<file path="config.mk">
export PLATFORM = sky130hd
export DESIGN_NAME = fir_ctrl_regs
export DESIGN_NICKNAME = d
export VERILOG_FILES = /design/src/rtl/fir_ctrl_pkg.sv /design/src/rtl/fir_coef_bank.sv /design/src/rtl/fir_ctrl_regs.sv
export SDC_FILE = /design/constraint.sdc
export NUM_CORES = 1
export LEC_CHECK = 0
export ABC_AREA = 0
export BUFFER_PORTS_ARGS = -buffer_cell sky130_fd_sc_hd__buf_2
export CAP_MARGIN = 20
export CORE_MARGIN = 2
export CORE_UTILIZATION = 45
export DETAILED_ROUTE_END_ITERATION = 8
export GPL_ROUTABILITY_DRIVEN = 0
export PLACE_DENSITY = 0.69
export SYNTH_ARGS = -nofsm -noshare
export SYNTH_HDL_FRONTEND = slang
export SYNTH_HIERARCHICAL = 1
export SYNTH_SLANG_ARGS = --single-unit
</file>
<file path="constraint.sdc">
create_clock -name clk -period 11.9 [get_ports clk]
set_input_delay 2.38 -clock clk [delete_from_list [all_inputs] [get_ports clk]]
set_output_delay 2.38 -clock clk [all_outputs]
set_load 0.03 [all_outputs]
</file>
<file path="src/rtl/fir_ctrl_pkg.sv">
// Shared definitions for the FIR control register block: register map,
// CTRL/STATUS bit positions, sequencer state encoding and kernel geometry.
package fir_ctrl_pkg;

    // 3x3 signed kernel, 16 bits per tap
    localparam int COEF_W = 16;
    localparam int COEF_N = 9;

    // Frame dimension register width
    localparam int DIM_W = 12;

    // Register byte offsets
    localparam logic [7:0] OFF_CTRL    = 8'h00;
    localparam logic [7:0] OFF_STATUS  = 8'h04;
    localparam logic [7:0] OFF_WIDTH   = 8'h08;
    localparam logic [7:0] OFF_HEIGHT  = 8'h0C;
    localparam logic [7:0] OFF_COEF0   = 8'h10;
    localparam logic [7:0] OFF_PIX_CNT = 8'h34;

    // CTRL bit indices
    localparam int CTRL_START  = 0;
    localparam int CTRL_ABORT  = 1;
    localparam int CTRL_IRQ_EN = 2;

    // STATUS bit indices
    localparam int STAT_BUSY = 0;
    localparam int STAT_DONE = 1;
    localparam int STAT_ERR  = 2;

    // Frame sequencer states
    typedef enum logic [1:0] {
        ST_IDLE = 2'd0,
        ST_ARM  = 2'd1,
        ST_RUN  = 2'd2,
        ST_DONE = 2'd3
    } fsm_state_e;

    // Byte offset of coefficient register k (COEF0..COEF8 are word-spaced)
    function automatic logic [7:0] coef_off(input int k);
        return OFF_COEF0 + 8'(4 * k);
    endfunction

endpackage

</file>
<file path="src/rtl/fir_coef_bank.sv">
// Nine-entry kernel coefficient store. Byte-strobed writes from the register
// port; all writes are dropped while lock_i is high so the datapath sees a
// constant kernel for the whole frame.
module fir_coef_bank
    import fir_ctrl_pkg::*;
#(
    parameter int ADDR_BITS = 8
) (
    input  logic                       clk,
    input  logic                       rst,
    input  logic                       wr_en_i,
    input  logic [ADDR_BITS-1:0]       wr_addr_i,
    input  logic [15:0]                wr_data_i,
    input  logic [1:0]                 wr_strb_i,
    input  logic                       lock_i,
    output logic [COEF_N*COEF_W-1:0]   coef_o
);

    logic [COEF_W-1:0] coef_q [COEF_N];
    logic [COEF_W-1:0] coef_d [COEF_N];

    // Next-state: merge enabled bytes into the addressed tap when unlocked
    always_comb begin
        for (int k = 0; k < COEF_N; k++) begin
            coef_d[k] = coef_q[k];
            if (wr_en_i && !lock_i && (wr_addr_i == ADDR_BITS'(coef_off(k)))) begin
                if (wr_strb_i[0]) coef_d[k][7:0]  = wr_data_i[7:0];
                if (wr_strb_i[1]) coef_d[k][15:8] = wr_data_i[15:8];
            end
        end
    end

    // Tap registers, cleared on reset
    always_ff @(posedge clk) begin
        if (rst) begin
            for (int k = 0; k < COEF_N; k++) coef_q[k] <= '0;
        end else begin
            for (int k = 0; k < COEF_N; k++) coef_q[k] <= coef_d[k];
        end
    end

    // Pack taps row-major, tap 0 (top-left) in the least significant slot
    always_comb begin
        coef_o = '0;
        for (int k = 0; k < COEF_N; k++) coef_o[k*COEF_W +: COEF_W] = coef_q[k];
    end

endmodule

</file>
<file path="src/rtl/fir_ctrl_regs.sv">
// FIR filter control/status register block and frame sequencer.
// Register port: a write takes effect on the clock edge where wr_en is high
// (single-cycle strobe, no back-pressure); reads are combinational from
// rd_addr and have no side effects, rd_en is informational only.
// Optional feature macro: FIR_CTRL_IRQ_EN enables the stored IRQ_EN bit and
// the registered level interrupt irq = DONE & IRQ_EN; otherwise irq is 0.
module fir_ctrl_regs
    import fir_ctrl_pkg::*;
#(
    parameter int ADDR_BITS    = 8,
    parameter int PIX_CNT_BITS = 24
) (
    input  logic                      clk,
    input  logic                      rst,
    input  logic [ADDR_BITS-1:0]      wr_addr,
    input  logic                      wr_en,
    input  logic [31:0]               wr_data,
    input  logic [3:0]                wr_strb,
    input  logic [ADDR_BITS-1:0]      rd_addr,
    input  logic                      rd_en,
    output logic [31:0]               rd_data,
    output logic [COEF_N*COEF_W-1:0]  coef,
    output logic                      frame_start,
    output logic                      run,
    input  logic                      pix_valid,
    output logic                      frame_done,
    output logic                      irq,
    output logic [1:0]                state_dbg
);

    localparam logic [ADDR_BITS-1:0] A_CTRL    = ADDR_BITS'(OFF_CTRL);
    localparam logic [ADDR_BITS-1:0] A_STATUS  = ADDR_BITS'(OFF_STATUS);
    localparam logic [ADDR_BITS-1:0] A_WIDTH   = ADDR_BITS'(OFF_WIDTH);
    localparam logic [ADDR_BITS-1:0] A_HEIGHT  = ADDR_BITS'(OFF_HEIGHT);
    localparam logic [ADDR_BITS-1:0] A_PIX_CNT = ADDR_BITS'(OFF_PIX_CNT);

    fsm_state_e              state_q;
    logic                    frame_start_q, run_q, frame_done_q;
    logic                    done_q, err_q;
    logic [DIM_W-1:0]        width_q, width_d;
    logic [DIM_W-1:0]        height_q, height_d;
    logic [PIX_CNT_BITS-1:0] total_q, pix_cnt_q, pix_cnt_inc;
    logic                    irq_en_rd;

    // Write decode
    logic ctrl_wr, stat_wr, start_req, abort_req;
    logic done_clr, err_clr, done_set, err_set;
    logic cfg_lock, dims_ok;

    assign ctrl_wr   = wr_en && (wr_addr == A_CTRL) && wr_strb[0];
    assign stat_wr   = wr_en && (wr_addr == A_STATUS) && wr_strb[0];
    // ABORT wins over START in the same write; the START is simply dropped
    assign abort_req = ctrl_wr && wr_data[CTRL_ABORT];
    assign start_req = ctrl_wr && wr_data[CTRL_START] && !wr_data[CTRL_ABORT];
    assign done_clr  = stat_wr && wr_data[STAT_DONE];
    assign err_clr   = stat_wr && wr_data[STAT_ERR];

    // Configuration is frozen from ARM through DONE so the kernel and the
    // frame size cannot change under an active frame
    assign cfg_lock  = (state_q != ST_IDLE);
    assign dims_ok   = (width_q != '0) && (height_q != '0);
    assign err_set   = start_req && ((state_q != ST_IDLE) || !dims_ok);
    assign done_set  = (state_q == ST_DONE);
    assign pix_cnt_inc = pix_cnt_q + PIX_CNT_BITS'(1);

    // Byte-strobed frame dimension next-state, ignored while locked
    always_comb begin
        width_d  = width_q;
        height_d = height_q;
        if (wr_en && !cfg_lock && (wr_addr == A_WIDTH)) begin
            if (wr_strb[0]) width_d[7:0]  = wr_data[7:0];
            if (wr_strb[1]) width_d[11:8] = wr_data[11:8];
        end
        if (wr_en && !cfg_lock && (wr_addr == A_HEIGHT)) begin
            if (wr_strb[0]) height_d[7:0]  = wr_data[7:0];
            if (wr_strb[1]) height_d[11:8] = wr_data[11:8];
        end
    end

    // Dimension and sticky status registers; a set beats a same-cycle W1C
    always_ff @(posedge clk) begin
        if (rst) begin
            width_q  <= '0;
            height_q <= '0;
            done_q   <= 1'b0;
            err_q    <= 1'b0;
        end else begin
            width_q  <= width_d;
            height_q <= height_d;
            done_q   <= done_set | (done_q & ~done_clr);
            err_q    <= err_set  | (err_q  & ~err_clr);
        end
    end

    // Frame sequencer with registered frame_start / run / frame_done
    always_ff @(posedge clk) begin
        if (rst) begin
            state_q       <= ST_IDLE;
            frame_start_q <= 1'b0;
            run_q         <= 1'b0;
            frame_done_q  <= 1'b0;
            total_q       <= '0;
            pix_cnt_q     <= '0;
        end else begin
            frame_start_q <= 1'b0;
            frame_done_q  <= 1'b0;
            case (state_q)
                ST_IDLE: begin
                    if (start_req && dims_ok) begin
                        state_q       <= ST_ARM;
                        frame_start_q <= 1'b1;
                    end
                end
                ST_ARM: begin
                    if (abort_req) begin
                        state_q <= ST_IDLE;
                    end else begin
                        total_q   <= PIX_CNT_BITS'(width_q) * PIX_CNT_BITS'(height_q);
                        pix_cnt_q <= '0;
                        run_q     <= 1'b1;
                        state_q   <= ST_RUN;
                    end
                end
                ST_RUN: begin
                    if (abort_req) begin
                        run_q   <= 1'b0;
                        state_q <= ST_IDLE;
                    end else if (pix_valid) begin
                        pix_cnt_q <= pix_cnt_inc;
                        if (pix_cnt_inc == total_q) begin
                            run_q        <= 1'b0;
                            frame_done_q <= 1'b1;
                            state_q      <= ST_DONE;
                        end
                    end
                end
                default: begin
                    state_q <= ST_IDLE;
                end
            endcase
        end
    end

`ifdef FIR_CTRL_IRQ_EN
    logic irq_en_q, irq_q;

    // IRQ enable bit and registered level interrupt
    always_ff @(posedge clk) begin
        if (rst) begin
            irq_en_q <= 1'b0;
            irq_q    <= 1'b0;
        end else begin
            if (ctrl_wr) irq_en_q <= wr_data[CTRL_IRQ_EN];
            irq_q <= done_q & irq_en_q;
        end
    end

    assign irq_en_rd = irq_en_q;
    assign irq       = irq_q;
`else
    assign irq_en_rd = 1'b0;
    assign irq       = 1'b0;
`endif

    fir_coef_bank #(
        .ADDR_BITS (ADDR_BITS)
    ) u_coef_bank (
        .clk       (clk),
        .rst       (rst),
        .wr_en_i   (wr_en),
        .wr_addr_i (wr_addr),
        .wr_data_i (wr_data[15:0]),
        .wr_strb_i (wr_strb[1:0]),
        .lock_i    (cfg_lock),
        .coef_o    (coef)
    );

    // Combinational read mux; unmapped addresses read zero
    always_comb begin
        rd_data = '0;
        if (rd_addr == A_CTRL) begin
            rd_data[CTRL_IRQ_EN] = irq_en_rd;
        end else if (rd_addr == A_STATUS) begin
            rd_data[STAT_BUSY] = run_q;
            rd_data[STAT_DONE] = done_q;
            rd_data[STAT_ERR]  = err_q;
        end else if (rd_addr == A_WIDTH) begin
            rd_data[DIM_W-1:0] = width_q;
        end else if (rd_addr == A_HEIGHT) begin
            rd_data[DIM_W-1:0] = height_q;
        end else if (rd_addr == A_PIX_CNT) begin
            rd_data = 32'(pix_cnt_q);
        end
        for (int k = 0; k < COEF_N; k++) begin
            if (rd_addr == ADDR_BITS'(coef_off(k))) rd_data[COEF_W-1:0] = coef[k*COEF_W +: COEF_W];
        end
    end

    assign frame_start = frame_start_q;
    assign run         = run_q;
    assign frame_done  = frame_done_q;
    assign state_dbg   = state_q;

    logic unused_inputs;
    assign unused_inputs = &{1'b0, rd_en, wr_data[31:16], wr_strb[3:2]};

endmodule

</file>
# After elaboration in Yosys (flattened, before gate mapping)
# Memories as Yosys holds them, arrays and structs flattened.
# Index checks and enable logic that the tools add are counted.
# totals
input_bits	57
register_bits	79
ramBits	144
out_inout_bits	182
n_memories	1
wordCells	189
# memory_table
memory	depth	word_bits	rd	rd_clocked_by_memory_dff	wr	line	rtl
u_coef_bank.coef_q	9	16	9	0	9	fir_coef_bank.sv:19	logic [COEF_W-1:0] coef_q [COEF_N];
# op_classes
n_bitwise	19
n_eq_ne	35
muxes	75
n_mul	1
add_sub_neg	1
n_reduce_logical	45
# op_table
cell	n
$mux 16	27
$mux 8	18
$mux 24	4
$eq 8x6->1 const B	11
$eq 8x5->1 const B	8
$mux 12	4
$pmux 24 s2	1
$eq 8x4->1 const B	4
$mux 29	1
$add 24x1->24 const B	1
$eq 24x24->1	1
$logic_and 1x1->1	24
$mul 12x12->24	1
$reduce_bool 12->1	2
$mux 21	1
$eq 8x3->1 const B	2
$logic_not 8->1	2
$mux 2	6
$or 1x1->1	11
$mux 1	10
$reduce_and 2->1	5
$ne 2x2->1 const B	4
$reduce_and 4->1	2
$ne 3x3->1 const B	2
other kinds (14)	24

# Logic depth before layout (Yosys ltp)
# depth
word_depth	15
mapped_depth	22
depth_no_buf	21

# Hierarchy
# Netlist, hierarchy kept.
# by_module_without_submodules
mod	cells_per_inst	seq_area_each_um2	n_inst	area_per_inst_um2
fir_ctrl_regs	1315	1581.5	1	10278.6
fir_coef_bank	523	2882.8	1	5944.5

# Worst setup path before layout
# OpenSTA, ideal clock, no wires.
# synth_timing
path_type	input to output
start	input port rd_addr[1]
end	output port rd_data[0]
n_path_buf	2
path_slack_ns	4.970
required_time_ns	9.520
t_arrival_ns	4.550
path_stages	6
path_cell_list	or3_1 > clkbuf_1 > nor3_1 > clkbuf_1 > a221oi_1 > a211oi_1
# synth_via
elab_chain_cells	15
elab_cells_between_ends	28
classes_between	eq/ne: 13; mux: 14; reduce/logical: 1
# synth_lines
element	line	rtl
start, declared	fir_ctrl_regs.sv:19	input logic [ADDR_BITS-1:0] rd_addr,
$eq 8x6->1	fir_ctrl_regs.sv:191	end else if (rd_addr == A_PIX_CNT) begin
$mux 24	fir_ctrl_regs.sv:191	
$mux 12	fir_ctrl_regs.sv:189	end else if (rd_addr == A_HEIGHT) begin
$mux 12	fir_ctrl_regs.sv:187	end else if (rd_addr == A_WIDTH) begin
$mux 3	fir_ctrl_regs.sv:183	end else if (rd_addr == A_STATUS) begin
$mux 2	fir_ctrl_regs.sv:181	if (rd_addr == A_CTRL) begin
$mux 16 (8 in a row)	fir_ctrl_regs.sv:195	if (rd_addr == ADDR_BITS'(coef_off(k))) rd_data[COEF_W-1:0] = coef[k*COEF_W +: COEF_W];
$mux 16 (*)	fir_ctrl_regs.sv:195	
end, declared	fir_ctrl_regs.sv:21	output logic [31:0] rd_data,
# Mark *: on every way between the ends. The rest lies on a longest branch, timed or not.

# Worst setup path in the final report
# layout_timing
start	input port rd_addr[3]
end	output port rd_data[5]
# layout_via
elab_chain_cells	15
elab_cells_between_ends	28
classes_between	eq/ne: 13; mux: 14; reduce/logical: 1
# layout_lines
element	line
$eq 8x6->1	fir_ctrl_regs.sv:191
$mux 24	fir_ctrl_regs.sv:191
$mux 12	fir_ctrl_regs.sv:189
$mux 12	fir_ctrl_regs.sv:187
$mux 21	fir_ctrl_regs.sv:183
$mux 29	fir_ctrl_regs.sv:181
$mux 16 (8 in a row)	fir_ctrl_regs.sv:195
$mux 16 (*)	fir_ctrl_regs.sv:195
# Marked as above.

==> impl_metrics.xml <==
<?xml version="1.0" encoding="UTF-8"?>
<metrics>
  <group name="timing">
    <metric name="finClkSkew" unit="ns">0.0116</metric>
    <metric name="finalMaxSlewViolations" unit="">0</metric>
    <metric name="fin_crit_period" unit="ns">7.81</metric>
    <metric name="totalNegativeSetupSlack" unit="ns">0</metric>
    <metric name="setup_violations" unit="">0</metric>
    <metric name="max_slew_margin" unit="%">23.3</metric>
    <metric name="rsz0062_at_grt" unit="">no</metric>
    <metric name="worst_margin_slew" unit="ns">1.14</metric>
    <metric name="setup_ws_final" unit="ns">4.09</metric>
    <metric name="fmax" unit="GHz">0.128</metric>
    <metric name="finalCritPeriodShare" unit="%">65.6</metric>
    <metric name="hold_viol_final" unit="">0</metric>
  </group>
  <group name="pwr">
    <metric name="fin_total_pwr" unit="mW">1.59</metric>
    <metric name="power-per-cell-area" unit="nW/um2">87.2</metric>
    <metric name="power.static_leakage" unit="nW">8.94</metric>
    <metric name="peakVddDrop" unit="mV">0.104</metric>
  </group>
  <group name="detailed_routing">
    <metric name="route.detailed.drc" unit="">0</metric>
    <metric name="drt_first_pass_iters" unit="">6</metric>
    <metric name="finalWirelength" unit="mm">49.0</metric>
    <metric name="dr_total_vias" unit="">14100</metric>
    <metric name="drt_iter0_drc" unit="">1180</metric>
    <metric name="drt-wirelength-per-cell" unit="um">20.1</metric>
    <metric name="avg_vias_per_cell" unit="">5.77</metric>
    <metric name="ant_nets" unit="">0</metric>
  </group>
  <group name="floorplanning">
    <metric name="die_w" unit="um">194</metric>
    <metric name="dieArea" unit="um2">37600</metric>
    <metric name="initial_core_util" unit="%">45.6</metric>
    <metric name="area_of_the_core" unit="um2">35600</metric>
    <metric name="ios" unit="">239</metric>
    <metric name="core.rowCount" unit="">69</metric>
    <metric name="die_h" unit="um">194</metric>
  </group>
  <group name="run_status">
    <metric name="status" unit="">finished clean</metric>
  </group>
  <group name="global_route">
    <metric name="antenna_found_initial" unit="">8</metric>
    <metric name="grt_util_all_layers" unit="%">25.3</metric>
    <metric name="maximum_number_of_pins_on_one_net_before_global_route_repair" unit="">166</metric>
    <metric name="globalRoute.totalOverflow" unit="">0</metric>
    <metric name="grt_first_pass_wirelength" unit="mm">76.8</metric>
    <metric name="vias_in_the_first_global_route" unit="">13500</metric>
  </group>
  <group name="cells_and_area">
    <metric name="stdcell_area" unit="um2">18200</metric>
    <metric name="area_growth" unit="%">12.2</metric>
    <metric name="post_layout_nonfiller_instances" unit="">2438</metric>
    <metric name="finish.net_count" unit="">2174</metric>
    <metric name="layout_cell_share_with_drive_strength_beyond_1" unit="%">15.5</metric>
    <metric name="nFillCells" unit="">3313</metric>
  </group>
  <group name="setup_path">
    <metric name="critical_path.cell_chain" unit="">buf_2 -&gt; or3_1 -&gt; or3_1 -&gt; nand3_1 -&gt; a221o_1 -&gt; a221oi_1 -&gt; a211oi_1 -&gt; buf_2</metric>
    <metric name="setup.worst_path.class" unit="">in2out</metric>
    <metric name="timing.critical_path.max_delay_family" unit="">simple AND/OR/NAND/NOR gates</metric>
    <metric name="worst_setup_path_start_kind" unit="">primary input</metric>
    <metric name="reg2reg_to" unit="">total_q[21]$_SDFFE_PP0P_</metric>
    <metric name="critPathMaxStageDelay" unit="ns">0.64</metric>
    <metric name="critical_path.max_fanout" unit="">15</metric>
    <metric name="rr_worst_depth" unit="">18</metric>
    <metric name="cp_max_delay_cell" unit="">or3_1</metric>
    <metric name="reg2reg_setup_slack" unit="ns">6.07</metric>
    <metric name="regToRegStartpoint" unit="">width_q[8]$_SDFFE_PP0P_</metric>
    <metric name="critPathBufInv" unit="">2</metric>
    <metric name="worstPathRequired" unit="ns">9.52</metric>
    <metric name="critical_path_arrival" unit="ns">5.43</metric>
    <metric name="critical_path.endpoint_type" unit="">output port</metric>
  </group>
  <group name="clock_network">
    <metric name="clock_sink_count" unit="">223</metric>
    <metric name="cts_root_buffer" unit="">clkbuf_16</metric>
    <metric name="clock_latency" unit="ns">0.55</metric>
    <metric name="cts_inserted_buffers" unit="">25</metric>
    <metric name="number_of_hold_repair_buffers_added_at_the_cts_stage" unit="">0</metric>
    <metric name="cts.reportedPaths.clkPinSlew" unit="ns">0.06</metric>
    <metric name="clock_path_buffers" unit="">3</metric>
    <metric name="cts.repair_timing.setup_buffer_count" unit="">0</metric>
    <metric name="cts_resized" unit="">0</metric>
    <metric name="cts_tree" unit="">yes</metric>
    <metric name="cts_max_level" unit="">1</metric>
  </group>
  <group name="min_path">
    <metric name="hp-start" unit="">total_q[6]$_SDFFE_PP0P_</metric>
    <metric name="worst_hold_path_type" unit="">reg2reg</metric>
    <metric name="number_of_stages_on_the_worst_hold_path" unit="">2</metric>
    <metric name="hold_end" unit="">total_q[6]$_SDFFE_PP0P_</metric>
  </group>
  <group name="yosys">
    <metric name="number_of_synthesized_flops_with_an_enable_pin" unit="">0</metric>
    <metric name="synthDistinctLibCells" unit="">77</metric>
    <metric name="dominantRegCellSynth" unit="">dfxtp_1</metric>
    <metric name="yosys_warnings" unit="">6</metric>
    <metric name="synth.most_common_cell" unit="">dfxtp_1</metric>
    <metric name="yosys_register_bits" unit="">223</metric>
    <metric name="cell_accounting_for_the_most_synthesized_area" unit="">dfxtp_1</metric>
    <metric name="ys_top_cells_by_count" unit="">dfxtp_1 (223), mux2i_1 (172), nand2_1 (169)</metric>
    <metric name="postSynth.asyncResetShare" unit="%">0</metric>
    <metric name="dominant_cells_by_area_after_synthesis" unit="">dfxtp_1 (28%), fa_1 (12%), mux2i_1 (11%), nand2b_1 (6.4%), ha_1 (4.9%)</metric>
    <metric name="synthCells" unit="">1838</metric>
    <metric name="synth.cell_area" unit="um2">16200</metric>
    <metric name="syn-mean-instance-area" unit="um2">8.83</metric>
    <metric name="synthDominantCellAreaShare" unit="%">27.5</metric>
    <metric name="seq_area_frac_synth" unit="%">27.5</metric>
  </group>
  <group name="placed_design">
    <metric name="place_inst" unit="">2387</metric>
    <metric name="place_area" unit="um2">17400</metric>
    <metric name="dp_hpwl" unit="mm">36.2</metric>
    <metric name="placement.io_buffers" unit="">210</metric>
    <metric name="preCtsSetupSlack" unit="ns">4.20</metric>
  </group>
  <group name="job">
    <metric name="max_cap_violations" unit="">0</metric>
  </group>
</metrics>
-- cells by family after synthesis --
family / Yosys count / share of synthesized area, %
muxes: 172 / 10.6
xor gates and xnor gates: 44 / 2.38
AOI/OAI and AO/OA: 294 / 12.2
buffers and inverters: 278 / 7.00
DFF: 223 / 27.5
adders and majority gates: 163 / 17.2
other: 1 / 0.0231
and+or+nand+nor: 663 / 23.1
-- through the flow --
stage	hold slack, ns	util, %
6_report	0.466	51.2
5_1_grt	0.472	51.2
4_1_cts	0.466	51.1
3_5_place_dp	0.457	48.8
3_3_place_gp	0.445	48.8
2_1_floorplan	0.432	-
-- placed cells by master, fill, tap and decap left out, types with 11 or more instances in the layout --
cell type | synthesis | layout
nor2_1 | 102 | 101
o22ai_1 | 14 | 14
inv_1 | 136 | 136
o21ai_0 | 60 | 60
xor2_1 | 11 | 11
a21oi_1 | 66 | 66
and2_1 | 75 | 75
nor3_1 | 21 | 20
a22oi_1 | 27 | 27
fa_1 | 100 | 100
xnor2_1 | 33 | 33
nand4_4 | 11 | 11
a211oi_1 | 19 | 19
a31oi_1 | 15 | 15
mux2i_1 | 172 | 172
a221oi_1 | 20 | 20
a22o_1 | 19 | 19
clkbuf_16 | 0 | 25
buf_4 | 11 | 13
dfxtp_1 | 223 | 223
ha_1 | 63 | 63
nand2b_1 | 167 | 167
nand2_1 | 169 | 169
buf_2 | 16 | 209
nand3_1 | 28 | 28
-- power by group --
part / internal, mW / switching, mW
clock: 0.440 / 0.328
combinational: 0.0215 / 0.0502
sequential: 0.747 / 0.000557
total: 1.21 / 0.378
-- area by class of cell --
cell class	count	area [um2]	share of cell area [%]
antenna	6	15.0	0.0825
clock buffer	39	758	4.17
clock inverter	5	50.0	0.275
inverter	136	510	2.80
multi-input combinational	1345	10700	58.6
sequential	223	4460	24.5
tap	461	577	3.17
timing repair buffer	223	1150	6.34
-- how the worst max path moves through the flow --
stage / start / to / slack, ns / cells past startpoint
global route: rd_addr[3] / rd_data[5] / 3.97 / 8
global placement: rd_addr[3] / rd_data[5] / 4.24 / 8
finish: rd_addr[3] / rd_data[5] / 4.09 / 8
floorplan: rd_addr[1] / rd_data[0] / 4.97 / 6
CTS: rd_addr[1] / rd_data[1] / 4.20 / 10
detailed placement: rd_addr[3] / rd_data[5] / 4.20 / 8
-- worst reg2reg max path, cell delays in order, from the launching register on --
cell and delay, ns:
dfxtp_1 0.80, and2_1 0.25, fa_1 0.44, fa_1 0.51, inv_1 0.06, fa_1 0.59
fa_1 0.44, fa_1 0.49, inv_1 0.04, ha_1 0.34, o21ai_0 0.25, nand2_1 0.10
and3_1 0.18, a221o_1 0.35, a41oi_1 0.28, a21oi_1 0.11, or2_2 0.28, nand3_1 0.09
a21oi_1 0.07
-- per-layer routing --
layer	wire length [um]	GRT usage (%)
met1	20400	33.5
met2	23100	41.8
met3	3580	3.65
met4	1910	9.54
met5	23	0
-- sequential cells by signal, indices dropped and copies added (netlist names) --
register	count
done_q	1
err_q	1
frame_done	1
frame_start	1
height_q	12
pix_cnt_q	24
run	1
state_dbg	2
total_q	24
u_coef_bank/coef_q	144
width_q	12
(Power assumes the default switching activity.)
